--- src/rtl/ula_pkg.sv ---
// Shared definitions for the ALU request arbiter: FSM state encoding,
// ALU operand widths and the cycle counter width.
package ula_pkg;

   localparam int OP_W   = 4;   // ULAop width
   localparam int FC_W   = 6;   // FuncCode width
   localparam int DATA_W = 32;  // operand / result width
   localparam int CNT_W  = 4;   // holds EXEC_CYCLES-1 for EXEC_CYCLES up to 15

   typedef enum logic [1:0] {
      IDLE = 2'd0,
      EXEC = 2'd1,
      DONE = 2'd2
   } state_t;

endpackage

--- src/rtl/ula_rr_arb2.sv ---
// Two-way round-robin pick. ptr names the requester served last, so on a tie
// the other one wins. A pending hold (lock) forces the held requester to win
// while it is still requesting.
module ula_rr_arb2 (
   input  logic req0,
   input  logic req1,
   input  logic ptr,
   input  logic hold,
   input  logic hold_sel,
   output logic any,
   output logic pick
);

   // Select the winner among the active requests
   always_comb begin
      any  = req0 | req1;
      pick = 1'b0;
      if (hold && ((!hold_sel && req0) || (hold_sel && req1))) begin
         pick = hold_sel;
      end else if (req0 && req1) begin
         pick = ~ptr;
      end else if (req1) begin
         pick = 1'b1;
      end else begin
         pick = 1'b0;
      end
   end

endmodule

--- src/rtl/ula_arbiter.sv ---
// Arbitrates a single shared ALU between a core (requester 0) and a
// coprocessor (requester 1). The winner's operands are latched and held on
// the ALU for EXEC_CYCLES cycles, then the ALU output is captured and the
// winner's done pulses for one cycle.
// Optional feature: define ULA_ARB_LOCK_EN to add lock0/lock1 inputs that let
// the served requester keep the ALU for its next request.
module ula_arbiter
   import ula_pkg::*;
#(
   parameter int EXEC_CYCLES = 1
) (
   input  logic        clk,
   input  logic        rst_n,
   input  logic        req0,
   input  logic        req1,
   input  logic [3:0]  op0,
   input  logic [3:0]  op1,
   input  logic [5:0]  fc0,
   input  logic [5:0]  fc1,
   input  logic [31:0] a0,
   input  logic [31:0] b0,
   input  logic [31:0] a1,
   input  logic [31:0] b1,
`ifdef ULA_ARB_LOCK_EN
   input  logic        lock0,
   input  logic        lock1,
`endif
   output logic        gnt0,
   output logic        gnt1,
   output logic        done0,
   output logic        done1,
   output logic [31:0] result,
   output logic        res_zero,
   output logic [3:0]  ula_op,
   output logic [5:0]  ula_fc,
   output logic [31:0] ula_a,
   output logic [31:0] ula_b,
   input  logic [31:0] ula_out,
   input  logic        ula_zero
);

   localparam logic [CNT_W-1:0] CNT_LOAD = CNT_W'(EXEC_CYCLES - 1);

   state_t              state_q;
   state_t              state_d;
   logic [CNT_W-1:0]    cnt_q;
   logic                sel_q;     // requester currently owning the ALU
   logic                ptr_q;     // requester served last
   logic [OP_W-1:0]     op_q;
   logic [FC_W-1:0]     fc_q;
   logic [DATA_W-1:0]   a_q;
   logic [DATA_W-1:0]   b_q;
   logic [DATA_W-1:0]   result_q;
   logic                zero_q;

   logic                any_req;
   logic                pick;
   logic                start;     // IDLE -> EXEC this edge
   logic                capture;   // EXEC -> DONE this edge
   logic                release_op;// DONE -> IDLE this edge
   logic                hold;
   logic                lock_sel;

`ifdef ULA_ARB_LOCK_EN
   logic                hold_q;

   assign lock_sel = sel_q ? lock1 : lock0;
   assign hold     = hold_q;

   // Remember a lock taken in DONE until the next operation starts
   always_ff @(posedge clk or negedge rst_n) begin
      if (!rst_n) begin
         hold_q <= 1'b0;
      end else if (release_op) begin
         hold_q <= lock_sel;
      end else if (start) begin
         hold_q <= 1'b0;
      end
   end
`else
   assign lock_sel = 1'b0;
   assign hold     = 1'b0;
`endif

   ula_rr_arb2 u_rr (
      .req0     (req0),
      .req1     (req1),
      .ptr      (ptr_q),
      .hold     (hold),
      .hold_sel (sel_q),
      .any      (any_req),
      .pick     (pick)
   );

   // FSM state register
   always_ff @(posedge clk or negedge rst_n) begin
      if (!rst_n) begin
         state_q <= IDLE;
      end else begin
         state_q <= state_d;
      end
   end

   // FSM next-state and edge strobes
   always_comb begin
      state_d    = state_q;
      start      = 1'b0;
      capture    = 1'b0;
      release_op = 1'b0;
      case (state_q)
         IDLE: begin
            if (any_req) begin
               state_d = EXEC;
               start   = 1'b1;
            end
         end
         EXEC: begin
            if (cnt_q == '0) begin
               state_d = DONE;
               capture = 1'b1;
            end
         end
         DONE: begin
            state_d    = IDLE;
            release_op = 1'b1;
         end
         default: begin
            state_d = IDLE;
         end
      endcase
   end

   // Cycle counter: loaded on grant, counts down while operands sit on the ALU
   always_ff @(posedge clk or negedge rst_n) begin
      if (!rst_n) begin
         cnt_q <= '0;
      end else if (start) begin
         cnt_q <= CNT_LOAD;
      end else if (state_q == EXEC && cnt_q != '0) begin
         cnt_q <= cnt_q - 4'd1;
      end
   end

   // Owner select and last-served pointer; a held lock keeps the pointer
   always_ff @(posedge clk or negedge rst_n) begin
      if (!rst_n) begin
         sel_q <= 1'b0;
         ptr_q <= 1'b1;
      end else begin
         if (start) begin
            sel_q <= pick;
         end
         if (release_op && !lock_sel) begin
            ptr_q <= sel_q;
         end
      end
   end

   // Operand registers: only written when an operation is granted
   always_ff @(posedge clk or negedge rst_n) begin
      if (!rst_n) begin
         op_q <= '0;
         fc_q <= '0;
         a_q  <= '0;
         b_q  <= '0;
      end else if (start) begin
         op_q <= pick ? op1 : op0;
         fc_q <= pick ? fc1 : fc0;
         a_q  <= pick ? a1  : a0;
         b_q  <= pick ? b1  : b0;
      end
   end

   // Result capture at the end of execution; held until the next capture
   always_ff @(posedge clk or negedge rst_n) begin
      if (!rst_n) begin
         result_q <= '0;
         zero_q   <= 1'b1;
      end else if (capture) begin
         result_q <= ula_out;
         zero_q   <= ula_zero;
      end
   end

   assign ula_op   = op_q;
   assign ula_fc   = fc_q;
   assign ula_a    = a_q;
   assign ula_b    = b_q;
   assign result   = result_q;
   assign res_zero = zero_q;
   assign gnt0     = (state_q != IDLE) && !sel_q;
   assign gnt1     = (state_q != IDLE) &&  sel_q;
   assign done0    = (state_q == DONE) && !sel_q;
   assign done1    = (state_q == DONE) &&  sel_q;

endmodule

--- config.mk ---
export PLATFORM = sky130hd
export DESIGN_NAME = ula_arbiter
export DESIGN_NICKNAME = d
export VERILOG_FILES = /design/src/rtl/ula_pkg.sv /design/src/rtl/ula_rr_arb2.sv /design/src/rtl/ula_arbiter.sv
export SDC_FILE = /design/constraint.sdc
export NUM_CORES = 1
export LEC_CHECK = 0
export ABC_AREA = 1
export CAP_MARGIN = 10
export CORE_ASPECT_RATIO = 0.5
export CORE_UTILIZATION = 35
export CTS_BUF_LIST = sky130_fd_sc_hd__clkbuf_4 sky130_fd_sc_hd__clkbuf_8 sky130_fd_sc_hd__clkbuf_16
export CTS_CLUSTER_DIAMETER = 30
export DETAILED_ROUTE_END_ITERATION = 10
export PLACE_DENSITY_LB_ADDON = 0.12
export SLEW_MARGIN = 20
export SYNTH_ARGS = -nofsm -noshare
export SYNTH_HDL_FRONTEND = slang
export SYNTH_SLANG_ARGS = --single-unit
--- constraint.sdc ---
create_clock -name clk -period 2.05 [get_ports clk]
set_input_delay 0.41 -clock clk [delete_from_list [all_inputs] [get_ports clk]]
set_output_delay 0.41 -clock clk [all_outputs]
set_load 0.01 [all_outputs]
# [Word-level counts from Yosys, hierarchy flattened]
# Cells that the tools add are included.
[word_totals] elab_cells=46 output_inout_bits=111 ff_bits=115
[op_classes] eq_ne=4 muxes=16 bitwise_logic=2 add_sub_neg=1 reduce_logical=13
[ops] op="32-bit two-way mux" count=2
[ops] op="4-bit two-way mux" count=3
[ops] op="1-bit two-way mux" count=7
[ops] op="1-bit logical AND" count=6
[ops] op="6-bit two-way mux" count=1
[ops] op="4-bit zero test" count=1
[ops] op="2-bit two-way mux" count=2
[ops] op="2-bit != test, second input constant" count=2
[ops] op="2-bit case mux with 2 select lines" count=1
[ops] op="2-bit nonzero test" count=2
[ops] op="4-bit nonzero test" count=1
[ops] op="4-bit by 1-bit subtractor with 4-bit output, second input constant" count=1
[ops] op="2-bit by 1-bit equality test with 1-bit output, second input constant" count=1
[ops] op="2-bit equality test, second input constant" count=1
[ops] op="2-bit zero test" count=1
[ops] op="2-bit AND reduction" count=1
[ops] op="1-bit zero test" count=1
[ops] op="1-bit inverter" count=1
[ops] op="1-bit OR" count=1

# [Depth between registers and ports, before layout]
# Gate-level depths: netlist of the first run.
[logic_depth] ltp_word=4 ltp_mapped=8 ltp_nobuf=7

# [Modules after synthesis]
# From an unflattened synthesis of the first run, not the netlist that was laid out.
[unflattened] cells_unflattened=601 area_unflattened_um2=5180.0
[by_module_without_submodules] module="ula_arbiter" seq_area_each_um2=2880.3 instances=1 area_per_inst_um2=5151.2 cells_per_inst=594
[by_module_without_submodules] module="ula_rr_arb2" seq_area_each_um2=0.0 instances=1 area_per_inst_um2=28.8 cells_per_inst=7

# [Worst setup path after synthesis of the first run]
# OpenSTA, ideal clock, no wires.
[synth_timing] path_type="register to register" from="register ptr_q" to="register a_q[3], in the netlist ula_a[3]" path_buffers=1 t_arrival_ns=1.124 path_stages_with_launch=7 slack_ns=0.804 synth_period_minus_slack_ns=1.246 setup_ns=0.122 path_cell_list="dfstp_2 nand2_1 nand2_2 clkbuf_1 nand2_1 o211ai_2 nand2_1"
[synth_via] elab_chain_cells=3
[synth_rtl] element="start, declared" line="ula_arbiter.sv:48" source="logic ptr_q;"
[synth_rtl] element="start signal, assigned" line="ula_arbiter.sv:154" source="ptr_q <= sel_q;"
[synth_rtl] element="1-bit inverter" line="ula_rr_arb2.sv:21" source="pick = ~ptr;"
[synth_rtl] element="1-bit two-way mux" line="ula_rr_arb2.sv:20" source="end else if (req0 && req1) begin"
[synth_rtl] element="32-bit two-way mux" line="ula_arbiter.sv:169" source="a_q <= pick ? a1 : a0;"
[synth_rtl] element="end signal, assigned" line="ula_arbiter.sv:169"
[synth_rtl] element="end, declared" line="ula_arbiter.sv:51" source="logic [DATA_W-1:0] a_q;"
# No other way between the ends.
# A chain may end at the register's enable or synchronous reset.

# [Final worst setup path of the first run]
[layout_timing] from="register state_q[0]" to="output gnt0"
[layout_via] elab_chain_cells=2
[layout_rtl] element="start, declared" line="ula_arbiter.sv:44" source="state_t state_q;"
[layout_rtl] element="start signal, assigned" line="ula_arbiter.sv:100" source="state_q <= state_d;"
[layout_rtl] element="2-bit nonzero test" line="ula_arbiter.sv:191" source="assign gnt0 = (state_q != IDLE) && !sel_q;"
[layout_rtl] element="1-bit logical AND" line="ula_arbiter.sv:191"
[layout_rtl] element="end, declared" line="ula_arbiter.sv:28" source="output logic gnt0,"
# No other way between the ends.

==> flow_summary.toml, run 1 <==
[routing]
drc_errors = 0
routed_wl_um = 16680
viasPerCell = 4.411
ant_nets = 0
firstDrtPassIters = 4
wire_per_inst_um = 13.92
drt_iter0_markers = 230
vias = 5284

[layout]
num-nets-final = 1151
final_common_cell = "nand2_1"
antenna_cells = 0
stdcell_count = 1198
postLayoutCoreUtil = 0.6058
drive_above_1_share = 0.1249
layout_common_cells = "nand2_1, clkdlybuf4s50_1, dfrtp_1"
syn2layout_area_growth_pct = 65.02

[sta]
fin_setup_tns_ps = 0
hold_slack_ps = 468.6
slew_headroom = 0.7287
finalSetupViolations = 0
fin_worst_skew_ps = 11.52
rsz0062_at_grt = "no"
min_period_over_period = 0.9554
hold_viol_final = 0
worstMarginPinSlew_ps = 406.9
clock.fmax_mhz = 510.6
drv_slew = 0
period_needed_ps = 1959

[die]
core_area_um2 = 15820
io_pins = 296
die_h_um = 93.07
core.rowCount = 32
start_util = 0.3671
die_w_um = 184.1
die_area_um2 = 17140

[synth]
synth_area_um2 = 5806
ys_ff_latch = 115
synth_area_per_cell_um2 = 8.678
synth.top_cell.area_share = 0.4871
synth_top_area_cell = "dfrtp_1"
ys_seq_area_frac = 0.4961
synth_cell_types = 27
synthCells = 669
synthTopCellsByArea = "dfrtp_1, nand2_1, o211ai_2"
syn_nets = 856
synth.yosys.warnings = 0

[clock_tree]
path_clk_slew_ps = 60
numCtsBuffers = 17
clock_latency_ps = 400
cts_setup_buffers = 0
htree_levels = 4
cts_tree = "built"
ctsRootBufferMaster = "clkbuf_16"
clock_path_buffers = 2
clock_sinks = 115

[critical_path]
worst_ep_required_time_ps = 1640
worstPathCellList = "nor2_4, nor2_1, clkdlybuf4s50_1"
endpoint = "gnt0"
endpoint_kind = "output port"
cp_top_family = "buffers and inverters"
max_stage_delay_ps = 560
path_buf_inv = 1
startpoint_type = "flop"
r2r-end = "ula_b[4]"
cp.depth = 3
worstSetupPathType = "flop to output port"
worst-r2r-setup-slack_ps = 560
rr_startpoint = "ptr_q"
arrival_ps = 1550
crit_slowest_cell = "clkdlybuf4s50_1"
critPathMaxFanout = 3
critical_path.startpoint = "state_q[0]"
rr_worst_depth = 6

[global_routing]
antenna_found_initial = 0
grt_pass1_vias = 5333
grt_pass1_wl_um = 26380
grt-ovfl-total = 0
grt_max_degree = 46
track_usage = 0.1993

[power_and_ir_drop]
finalPower_w = 0.01333
p_switching_w = 0.004696
seqPwrFrac = 0.299
power_frac_clock = 0.241
cellInternalPower_w = 0.008632
ir_drop_uv = 749.8
pwr-share-comb = 0.460
power.density_nw_per_um2 = 1391
leakagePower_nw = 4.702
sw_frac_of_total = 0.3524

[placement]
port_buffers = 295
detailed_place_hpwl_um = 12140
gp_congestion = 0.8002
place_inst = 1165

[run_status]
status = "completed"

[job]
cap_violations = 0

[hold_path]
hold_path_class = "primary input to async pin"
## cells in the mapped netlist (all sizes together)
cell	number
a21oi	1
buf	36
clkbuf	3
dfrtp	113
dfstp	2
ha	2
inv	83
nand2	335
nand3	6
nand4	1
nor2	7
o211ai	74
o21ai	5
xor2	1
## worst min-delay path by stage
stage | start | end | slack [ps] | depth (start not counted)
floorplan | rst_n | cnt_q[0] | 110 | 0
global placement | rst_n | result[29] | 360 | 1
detailed placement | rst_n | result[29] | 350 | 1
CTS | rst_n | result[24] | 460 | 2
global route | ula_a[21] | ula_a[21] | 500 | 2
finish | rst_n | result[24] | 470 | 2
## final cells by class
| class | count | area [µm²] |
|---|---|---|
| fillers | 1371 | 6235 |
| inverters | 83 | 315.3 |
| flip-flops and latches | 115 | 2880 |
| clock buffers | 20 | 460.4 |
| clock inverters | 12 | 178.9 |
| well taps | 221 | 276.5 |
| repair buffers | 315 | 3179 |
| multi-input cells | 432 | 2290 |
## power by group through the flow
stage	Combinational (W)	Sequential (W)	Clock, W
2_1_floorplan	0.00269	0.00448	0
3_3_place_gp	0.00611	0.00399	0
3_5_place_dp	0.00622	0.00400	0
4_1_cts	0.00623	0.00399	0.00330
5_1_grt	0.00671	0.00412	0.00340
6_report	0.00613	0.00399	0.00321
## flip-flops by register name, indices dropped and copies added, names as in the netlist
signal    count
res_zero      1
ula_b        32
ula_fc        6
result       32
state_q       2
ula_op        4
cnt_q         4
ula_a        32
ptr_q         1
sel_q         1
## layer usage
metal  vias to the layer above  global-route usage  wire [µm]
met5                         -                   0          0
met4                         0             0.08125        404
met3                        30             0.04595        826
met2                       159              0.3662       8381
met1                      2417              0.2242       7069
li1                       2678                   -          -
## cells by family (layout without fill, tap and decap cells)
family	after synthesis	count (layout)	synth area share
and+or+nand+nor	349	349	0.2317
buffers and inverters	122	430	0.1131
adders and majority gates	2	2	0.004310
AOI/OAI and AO/OA	80	80	0.1532
xor gates and xnor gates	1	1	0.001509
DFF	115	115	0.4961
## stage by stage
stage	setup WS (ps)	area, µm²
after global placement	134.9	8930
after detailed placement	90.49	8930
after CTS	0.01532	9578
after floorplan	804.5	5806
after global routing	29.01	9580
final	91.44	9580
## repair_timing
action	in CTS	in global routing
gates resized for setup	1	1
endpoints found under the setup margin	1	1
hold endpoints to repair	19	0
hold buffers	1	0
pin swaps	0	0
cloned	0	0
(Power assumes the default switching activity.)
==> run 2, diff against run 1 <==
--- a/config.mk
+++ b/config.mk
@@ -8,6 +8,7 @@
 export ABC_AREA = 1
 export CAP_MARGIN = 10
 export CORE_ASPECT_RATIO = 0.5
+export CORE_MARGIN = 4
 export CORE_UTILIZATION = 35
 export CTS_BUF_LIST = sky130_fd_sc_hd__clkbuf_4 sky130_fd_sc_hd__clkbuf_8 sky130_fd_sc_hd__clkbuf_16
 export CTS_CLUSTER_DIAMETER = 30
==> run 2 against run 1 <==
Compared with the run above:
- wire length up 5.3%
- largest cell class unchanged
- clock power down 5%
- register-to-register slack about the same
- largest power group unchanged
- combinational power up 0.7%
- critical path depth unchanged
==> flow_summary.toml, run 2 (synthesis results as in run 1) <==
[critical_path]
cp_top_family = "buffers and inverters"
worst-r2r-setup-slack_ps = 560
worstSetupPathType = "flop to output port"
r2r-end = "ula_a[21]"
cp.depth = 3
crit_slowest_cell = "clkdlybuf4s50_1"
critical_path.startpoint = "sel_q"
rr_startpoint = "ptr_q"
critPathMaxFanout = 4
path_buf_inv = 2
endpoint_kind = "output port"
worstPathCellList = "inv_1, nor2_1, clkdlybuf4s50_1"
rr_worst_depth = 6
startpoint_type = "flop"
arrival_ps = 1520
max_stage_delay_ps = 540
worst_ep_required_time_ps = 1640

[global_routing]
grt-ovfl-total = 0
grt_pass1_wl_um = 28300
track_usage = 0.1857
grt_pass1_vias = 5464
antenna_found_initial = 0
grt_max_degree = 83

[power_and_ir_drop]
p_switching_w = 0.004708
power_frac_clock = 0.231
leakagePower_nw = 4.666
power.density_nw_per_um2 = 1385
ir_drop_uv = 798.5
finalPower_w = 0.01322
cellInternalPower_w = 0.008516
sw_frac_of_total = 0.3560
pwr-share-comb = 0.467
seqPwrFrac = 0.302

[die]
die_w_um = 190.1
io_pins = 296
core_area_um2 = 15820
die_h_um = 99.07
die_area_um2 = 18840
start_util = 0.3671
core.rowCount = 32

[sta]
fin_setup_tns_ps = 0
clock.fmax_mhz = 517.7
min_period_over_period = 0.9423
rsz0062_at_grt = "no"
slew_headroom = 0.6358
worstMarginPinSlew_ps = 546.3
period_needed_ps = 1932
finalSetupViolations = 0
drv_slew = 0
hold_viol_final = 0
fin_worst_skew_ps = 8.993

[routing]
ant_nets = 0
drt_iter0_markers = 201
vias = 5334
firstDrtPassIters = 4
drc_errors = 0
wire_per_inst_um = 14.73
viasPerCell = 4.471
routed_wl_um = 17570

[run_status]
status = "completed"

[clock_tree]
numCtsBuffers = 17
cts_tree = "built"
htree_levels = 4
clock_latency_ps = 400
clock_sinks = 115
clock_path_buffers = 2
cts_setup_buffers = 0
hold_buffers = 0
ctsRootBufferMaster = "clkbuf_16"
path_clk_slew_ps = 50

[layout]
postLayoutCoreUtil = 0.6040
num-nets-final = 1146
stdcell_count = 1193
final_common_cell = "nand2_1"
syn2layout_area_growth_pct = 64.53
antenna_cells = 0
final_area_um2 = 9552
drive_above_1_share = 0.1214
layout_common_cells = "nand2_1, clkdlybuf4s50_1, dfrtp_1"
fill_cells = 1400

[placement]
place_area_um2 = 8937
gp_congestion = 0.7537
place_inst = 1161
detailed_place_hpwl_um = 12940
port_buffers = 295

[job]
cap_violations = 0

[hold_path]
hold_path_class = "primary input to async pin"
[run 2: power by group through the flow]
| stage | clock network, W | registers, W | logic [W] |
|---|---|---|---|
| after global placement | 0 | 0.00398 | 0.00621 |
| final | 0.00306 | 0.00399 | 0.00617 |
| after global routing | 0.00326 | 0.00414 | 0.00676 |
| after detailed placement | 0 | 0.00400 | 0.00631 |
| after floorplan | 0 | 0.00448 | 0.00269 |
| after CTS | 0.00314 | 0.00400 | 0.00631 |
[run 2: worst max path at each step]
stage / to / slack, ps
final: gnt1 / 120
after global routing: gnt0 / 40
after CTS: gnt0 / 90
after detailed placement: cnt_q[0] / 120
after global placement: cnt_q[0] / 100
after floorplan: ula_a[3] / 800
[run 2: what timing repair did]
action / 4_1_cts / 5_1_grt
hold endpoints to repair: 0 / 0
resized for setup: 2 / 0
endpoints found under the setup margin: 2 / 0
[run 2: cell type report]
class / instances / area, µm² / area share
multi-input combinational: 432 / 2290 / 0.2397
timing repair buffer: 310 / 3173 / 0.3322
inverter: 83 / 315.3 / 0.03301
clock buffer: 20 / 460.4 / 0.04821
clock inverter: 12 / 156.4 / 0.01637
sequential: 115 / 2880 / 0.3015
tap: 221 / 276.5 / 0.02895
[run 2: metrics by stage]
step | hold slack (ps) | setup slack (ps)
floorplan | 114.4 | 804.5
global placement | 435.9 | 99.87
detailed placement | 435.8 | 117.7
CTS | 12.32 | 94.77
global route | 30.59 | 38.82
finish | 5.018 | 118.3
[run 2: routing by layer]
metal,global-route usage,up-vias,wire length [µm]
li1,-,2661,-
met5,0,-,0
met4,0.05957,0,327
met1,0.2225,2488,7291
met3,0.04919,23,1123
met2,0.3284,162,8823
[run 2: worst register-to-register path, stage by stage, from the launching register on]
cell,delay (ps)
dfstp_2,530
nand2_1,130
nand2_8,220
buf_4,240
nand2_1,70
o211ai_1,90
nand2_1,80
